<file path="src/rtl/key_event_pkg.sv">
// Shared constants and state encoding for the key event generator.
package key_event_pkg;

    localparam int KEY_SET = 0;
    localparam int KEY_RST = 1;
    localparam int KEY_CHK = 2;

    localparam int DEF_DEBOUNCE_CYCLES = 1_000_000;
    localparam int DEF_LONG_CYCLES     = 100_000_000;

    typedef enum logic [1:0] {
        RELEASED = 2'd0,
        PRESSED  = 2'd1,
        LONG     = 2'd2
    } key_state_t;

endpackage

</file>
<file path="src/rtl/key_channel.sv">
// One key: two-flop synchroniser, debounce counter and press/long FSM.
module key_channel
    import key_event_pkg::*;
#(
    parameter int DEBOUNCE_CYCLES = DEF_DEBOUNCE_CYCLES,
    parameter int LONG_CYCLES     = DEF_LONG_CYCLES,
    parameter int ACTIVE_LOW      = 1
) (
    input  logic clk,
    input  logic rst,
    input  logic raw,
    output logic level,
    output logic press,
    output logic rel,
    output logic lng
);

    localparam int DW = (DEBOUNCE_CYCLES > 1) ? $clog2(DEBOUNCE_CYCLES) : 1;
    localparam int HW = (LONG_CYCLES > 1) ? $clog2(LONG_CYCLES) : 1;
    localparam logic [DW-1:0] DMAX = DW'(DEBOUNCE_CYCLES - 1);
    localparam logic [HW-1:0] HMAX = HW'(LONG_CYCLES - 1);
    localparam logic IDLE = (ACTIVE_LOW != 0);

    logic          s1;
    logic          s2;
    logic          p;
    logic          deb;
    logic          accept;
    key_state_t    state;
    key_state_t    state_nx;
    logic [DW-1:0] dcnt;
    logic [DW-1:0] dcnt_nx;
    logic [HW-1:0] hcnt;
    logic [HW-1:0] hcnt_nx;
    logic          press_nx;
    logic          rel_nx;
    logic          lng_nx;

    assign p = (ACTIVE_LOW != 0) ? ~s2 : s2;

    always_ff @(posedge clk) begin
        if (rst) begin
            s1    <= IDLE;
            s2    <= IDLE;
            state <= RELEASED;
            dcnt  <= '0;
            hcnt  <= '0;
            level <= 1'b0;
            press <= 1'b0;
            rel   <= 1'b0;
            lng   <= 1'b0;
        end else begin
            s1    <= raw;
            s2    <= s1;
            state <= state_nx;
            dcnt  <= dcnt_nx;
            hcnt  <= hcnt_nx;
            level <= (state_nx != RELEASED);
            press <= press_nx;
            rel   <= rel_nx;
            lng   <= lng_nx;
        end
    end

    // A release accepted in PRESSED wins over the long-hold transition.
    always_comb begin
        state_nx = state;
        dcnt_nx  = '0;
        hcnt_nx  = hcnt;
        press_nx = 1'b0;
        rel_nx   = 1'b0;
        lng_nx   = 1'b0;
        deb      = (state != RELEASED);
        accept   = (p != deb) && (dcnt == DMAX);
        if ((p != deb) && !accept) begin
            dcnt_nx = dcnt + 1'b1;
        end
        unique case (state)
            RELEASED: begin
                if (accept) begin
                    state_nx = PRESSED;
                    press_nx = 1'b1;
                    hcnt_nx  = '0;
                end
            end
            PRESSED: begin
                if (accept) begin
                    state_nx = RELEASED;
                    rel_nx   = 1'b1;
                end else if (hcnt == HMAX) begin
                    state_nx = LONG;
                    lng_nx   = 1'b1;
                end else begin
                    hcnt_nx = hcnt + 1'b1;
                end
            end
            LONG: begin
                if (accept) begin
                    state_nx = RELEASED;
                    rel_nx   = 1'b1;
                end
            end
            default: state_nx = RELEASED;
        endcase
    end

endmodule

</file>
<file path="src/rtl/key_event_gen.sv">
// Debounced press/release/long-press event generator for N_KEYS buttons.
module key_event_gen
    import key_event_pkg::*;
#(
    parameter int N_KEYS          = 3,
    parameter int DEBOUNCE_CYCLES = DEF_DEBOUNCE_CYCLES,
    parameter int LONG_CYCLES     = DEF_LONG_CYCLES,
    parameter int ACTIVE_LOW      = 1
) (
    input  logic              clk,
    input  logic              rst,
    input  logic [N_KEYS-1:0] key_raw,
    output logic [N_KEYS-1:0] key_level,
    output logic [N_KEYS-1:0] key_press,
    output logic [N_KEYS-1:0] key_release,
    output logic [N_KEYS-1:0] key_long
);

    for (genvar i = 0; i < N_KEYS; i++) begin : g_ch
        key_channel #(
            .DEBOUNCE_CYCLES(DEBOUNCE_CYCLES),
            .LONG_CYCLES    (LONG_CYCLES),
            .ACTIVE_LOW     (ACTIVE_LOW)
        ) u_ch (
            .clk  (clk),
            .rst  (rst),
            .raw  (key_raw[i]),
            .level(key_level[i]),
            .press(key_press[i]),
            .rel  (key_release[i]),
            .lng  (key_long[i])
        );
    end

endmodule
</file>
<file path="config.mk">
export PLATFORM = sky130hd
export DESIGN_NAME = key_event_gen
export DESIGN_NICKNAME = d
export VERILOG_FILES = /design/src/rtl/key_event_pkg.sv /design/src/rtl/key_channel.sv /design/src/rtl/key_event_gen.sv
export SDC_FILE = /design/constraint.sdc
export NUM_CORES = 1
export LEC_CHECK = 0
export CORE_ASPECT_RATIO = 1.5
export CORE_MARGIN = 8
export CORE_UTILIZATION = 65
export CTS_CLUSTER_SIZE = 25
export DETAILED_ROUTE_END_ITERATION = 7
export PLACE_DENSITY = 0.83
export SLEW_MARGIN = 0
export SYNTH_ARGS = -nofsm -noshare
export SYNTH_HDL_FRONTEND = slang
export SYNTH_HIERARCHICAL = 1
export SYNTH_SLANG_ARGS = --single-unit
</file>
<file path="constraint.sdc">
create_clock -name clk -period 5.8 [get_ports clk]
set_clock_uncertainty 0.2 [all_clocks]
set_input_delay 1.16 -clock clk [delete_from_list [all_inputs] [get_ports clk]]
set_output_delay 1.16 -clock clk [all_outputs]
set_load 0.02 [all_outputs]
</file>
==> results.txt <==
The multi-input combinational cell area was 4700 µm²; the vertical extent of the die was 154 µm. The number of different library cells used by synthesis comes to 68. Cell with the most instances after synthesis: sky130_fd_sc_hd__dfxtp_1. The run gives 12400 µm² as the core area.

The logs give 0 for the final-report max-slew violation count and 4 for the total number of H-tree levels. The routed length per placed instance is 16.3 µm, and the number of cells on the worst reg-to-reg path is 7. The growth of design area from synthesis to finish was 10.2%; the relative slew slack was 0.226. The repair_antennas step left the layout with diodes totalling 0. The first global-routing pass estimated 32200 µm of wire.

The final cell utilization of the core was 0.730. The floorplan has 50 rows. By count the netlist is led by 165 x sky130_fd_sc_hd__dfxtp_1, 131 x sky130_fd_sc_hd__nor2_1, 83 x sky130_fd_sc_hd__nand2_1.

By area the synthesized netlist is led by sky130_fd_sc_hd__dfxtp_1 40%, sky130_fd_sc_hd__nor2_1 6.0%, sky130_fd_sc_hd__xnor2_1 3.8%, sky130_fd_sc_hd__nand2_1 3.8%, sky130_fd_sc_hd__nand3_1 3.8%. The total half-perimeter wirelength after legalization and detailed placement was 12600 µm. The hold buffer count at cts was 0.

For hold timing, the worst endpoint is g_ch[2].u_ch/s2. Setup repair after global routing left no endpoint under its margin. At the worst endpoint, the arrival time is 3.26 ns.

Clock tree synthesis found a total of 165 sinks. In this run, post-CTS repair resized a total of 0 instances. The worst setup path is launched from a flop. Across the whole layout, storage elements account for 3300 µm². Kind of capture point of the worst setup path: a flop.

The sequential area share after synthesis is 0.401, and the routability congestion estimate from global placement is 0.932. The logs give 1 for the initial antenna violation count and 936 for the number of filler cells placed in the layout. Pin placement for this block handled 17 I/O pins. The layout cell share with drive strength beyond 1 came out at 0.0752. The worst register-to-register path ends at g_ch[0].u_ch/hcnt[23]. The detail route stage leaves a number of antenna-violating nets equal to 0. The setup check on the worst reg-to-reg path leaves a slack of 2.65 ns. Entering global routing, the biggest net connects 46 pins. The run gives 0 as the total overflow reported by the global router.

In this run the deepest clock path goes through 2 buffers. The type of the worst setup path is flop to flop. Setup total negative slack on the finished layout was measured at 0 ns. The tree is rooted in a sky130_fd_sc_hd__clkbuf_16.

The tools report the global-route usage over all layers as 0.233. The setup violation total in the final timing report is 0. The startpoint identified for the worst hold timing path is g_ch[2].u_ch/s1. The worst register-to-register path begins at g_ch[0].u_ch/state[0]. The overall die width was 108 µm; the count of flip-flops with a built-in enable after synthesis was 0. The clock period could shrink to 3.15 ns. Synthesis produced a netlist with a net count of 1013. In the synthesized netlist, the number of instances is 990. The share of synthesized registers carrying an async set or reset works out to 0. After clock tree synthesis, the setup repair step added 0 buffers.

Max-cap violations in this run came to 0. After clock tree synthesis, the clock-pin slew on the worst setup and hold paths is 0.07 ns. The finished layout holds 1166 standard cells, fillers aside. The tools report the clock latency on the worst-skew pair as 0.42 ns. The tools report the effective utilization at floorplan as 0.662.

The first TritonRoute pass finished after 5 iterations. The share of the synthesized area in the top cell type is 0.401. For this design, the slowest cell found on the critical path is sky130_fd_sc_hd__o31ai_1. The routed layout has 7332 vias.

Using the TritonRoute via totals, the vias-per-cell ratio works out to 6.29. The transition at the pin with the smallest max-transition slack is 1.15 ns, and the number of buffers created by CTS is 17. The logs give 0.176 mV for the maximum vdd drop and 6 for the number of warnings issued by yosys. Post-synthesis area per instance: 8.32 µm². The run finished with clean final reports.

For this run, the top clock speed supported by timing is 318 MHz. The tools report the number of placed instances with taps included as 1134. In this run the power density over the cells is 266 nW/µm².

Of all cell types, the one taking the most synthesized area is sky130_fd_sc_hd__dfxtp_1. For the critical path data required time, the log shows 5.92 ns. Predominant post-synthesis flop cell: sky130_fd_sc_hd__dfxtp_1. For this block, the initial DRC count from the detailed router was 447. The net count of the finished layout is 1020. Class of the tightest hold or removal check: flop to flop. The final routed DRC violation total was 0. TritonCTS built the clock tree. The tools report the via count of the first global-routing pass as 6971. The maximum fanout count along the critical path was 11; the post-synth design cell area was 8240 µm².

The tools report the floorplan die area as 16600 µm². Wires add up to 19000 µm. Highest cell delay on the worst timing path: 0.93 ns. Buffers placed on the I/O ports in this run total 16.

The critical path goes through inv_1 > ha_1 > nor2b_1 > nand2b_1 > o31ai_1 > a21oi_1 > a221o_1. The analysis attributes to cell leakage a power of 0.00304 µW. The number of instances on the worst hold path was 1. The share of the clock period used by the worst path after layout was 0.543; the total of flip-flops plus latches after synthesis was 165. The run gives 0 as the count of final hold-check violations.
metrics by stage:
step           power [µW]  cell area (µm²)  setup WS, ns  hold slack (ns)
2_1_floorplan        1230             8240          3.33            0.189
3_5_place_dp         1250             8460          2.66            0.203
5_1_grt              2490             9080          2.42            0.241
3_3_place_gp         1250             8460          2.70            0.193
4_1_cts              2430             9080          2.65            0.237
6_report             2420             9080          2.65            0.237
worst max-delay path: cells and delay by family (launching register included):
kind	cells	cell delay, ns
flip-flops	1	0.34
adder cells (fa/ha/maj)	1	0.28
AND/OR/NAND/NOR	2	0.38
buffers and inverters	1	0.09
AO/OA/AOI/OAI	3	1.75
placed cells by master, fill, tap and decap left out, types with 6 or more instances in the layout:
cell	count
sky130_fd_sc_hd__nand3b_1	7
sky130_fd_sc_hd__nand3_1	62
sky130_fd_sc_hd__and3_1	40
sky130_fd_sc_hd__a31oi_1	12
sky130_fd_sc_hd__nor3b_1	6
sky130_fd_sc_hd__nand4_1	25
sky130_fd_sc_hd__a211oi_1	7
sky130_fd_sc_hd__o21ai_0	51
sky130_fd_sc_hd__xor2_1	31
sky130_fd_sc_hd__nor2b_1	6
sky130_fd_sc_hd__nand2b_1	6
sky130_fd_sc_hd__o21ai_2	7
sky130_fd_sc_hd__a21oi_1	35
sky130_fd_sc_hd__nor3_1	40
sky130_fd_sc_hd__clkbuf_16	17
sky130_fd_sc_hd__inv_1	21
sky130_fd_sc_hd__or2_2	12
sky130_fd_sc_hd__ha_1	18
sky130_fd_sc_hd__a21oi_2	6
sky130_fd_sc_hd__or3_1	29
sky130_fd_sc_hd__and2_1	16
sky130_fd_sc_hd__clkdlybuf4s50_1	15
sky130_fd_sc_hd__nor2_1	131
sky130_fd_sc_hd__nand2_1	83
sky130_fd_sc_hd__o31ai_1	8
sky130_fd_sc_hd__dfxtp_1	165
sky130_fd_sc_hd__nor4_1	12
sky130_fd_sc_hd__xnor2_1	36
sky130_fd_sc_hd__mux2i_1	6
sky130_fd_sc_hd__and4_1	7
layer usage:
layer,global-route usage,up-vias,part of all wire
li1,-,3580,-
met1,0.252,3470,0.39
met2,0.412,219,0.53
met3,0.0473,61,0.048
met4,0.124,2,0.029
met5,0,-,0.00068
registers in the layout, indices dropped and copies added (netlist names):
| signal | cells |
|---|---|
| g_ch.u_ch/s2 | 3 |
| g_ch.u_ch/rel | 3 |
| g_ch.u_ch/lng | 3 |
| g_ch.u_ch/level | 3 |
| g_ch.u_ch/state | 6 |
| g_ch.u_ch/hcnt | 81 |
| g_ch.u_ch/s1 | 3 |
| g_ch.u_ch/dcnt | 60 |
| g_ch.u_ch/press | 3 |
report_power, final:
part	total, µW	internal (µW)	switching [µW]
registers	1150	1140	5.68
logic	83.7	26.7	57.0
clock network	1190	734	455
total	2420	1900	518
layout make-up:
type                            count  share of cell area
Inverter                           21             0.00868
Timing Repair Buffer               19              0.0196
Sequential cell                   165               0.364
Clock inverter                     11              0.0191
Multi-Input combinational cell    773               0.518
Tap cell                          156              0.0215
Clock buffer                       21              0.0496
worst max path at each step:
stage / startpoint / to / cells past startpoint
2_1_floorplan: g_ch[0].u_ch/dcnt[0] / g_ch[0].u_ch/hcnt[8] / 9
3_3_place_gp: rst / g_ch[2].u_ch/hcnt[24] / 5
3_5_place_dp: g_ch[0].u_ch/state[0] / g_ch[0].u_ch/hcnt[23] / 7
4_1_cts: g_ch[0].u_ch/state[0] / g_ch[0].u_ch/hcnt[23] / 7
5_1_grt: g_ch[0].u_ch/state[0] / g_ch[0].u_ch/hcnt[2] / 8
6_report: g_ch[0].u_ch/state[0] / g_ch[0].u_ch/hcnt[23] / 7
cells by family (layout without fill, tap and decap cells):
| logic type | count (synthesis) | after routing | synth area share |
|---|---|---|---|
| simple gates | 515 | 515 | 0.329 |
| mux | 7 | 7 | 0.00865 |
| buf+inv | 52 | 72 | 0.0284 |
| fa+ha+maj | 18 | 18 | 0.0273 |
| flops | 165 | 165 | 0.401 |
| xor+xnor | 67 | 67 | 0.0712 |
| compound gates | 166 | 166 | 0.135 |
No activity file was read; power rests on OpenSTA's default activity.
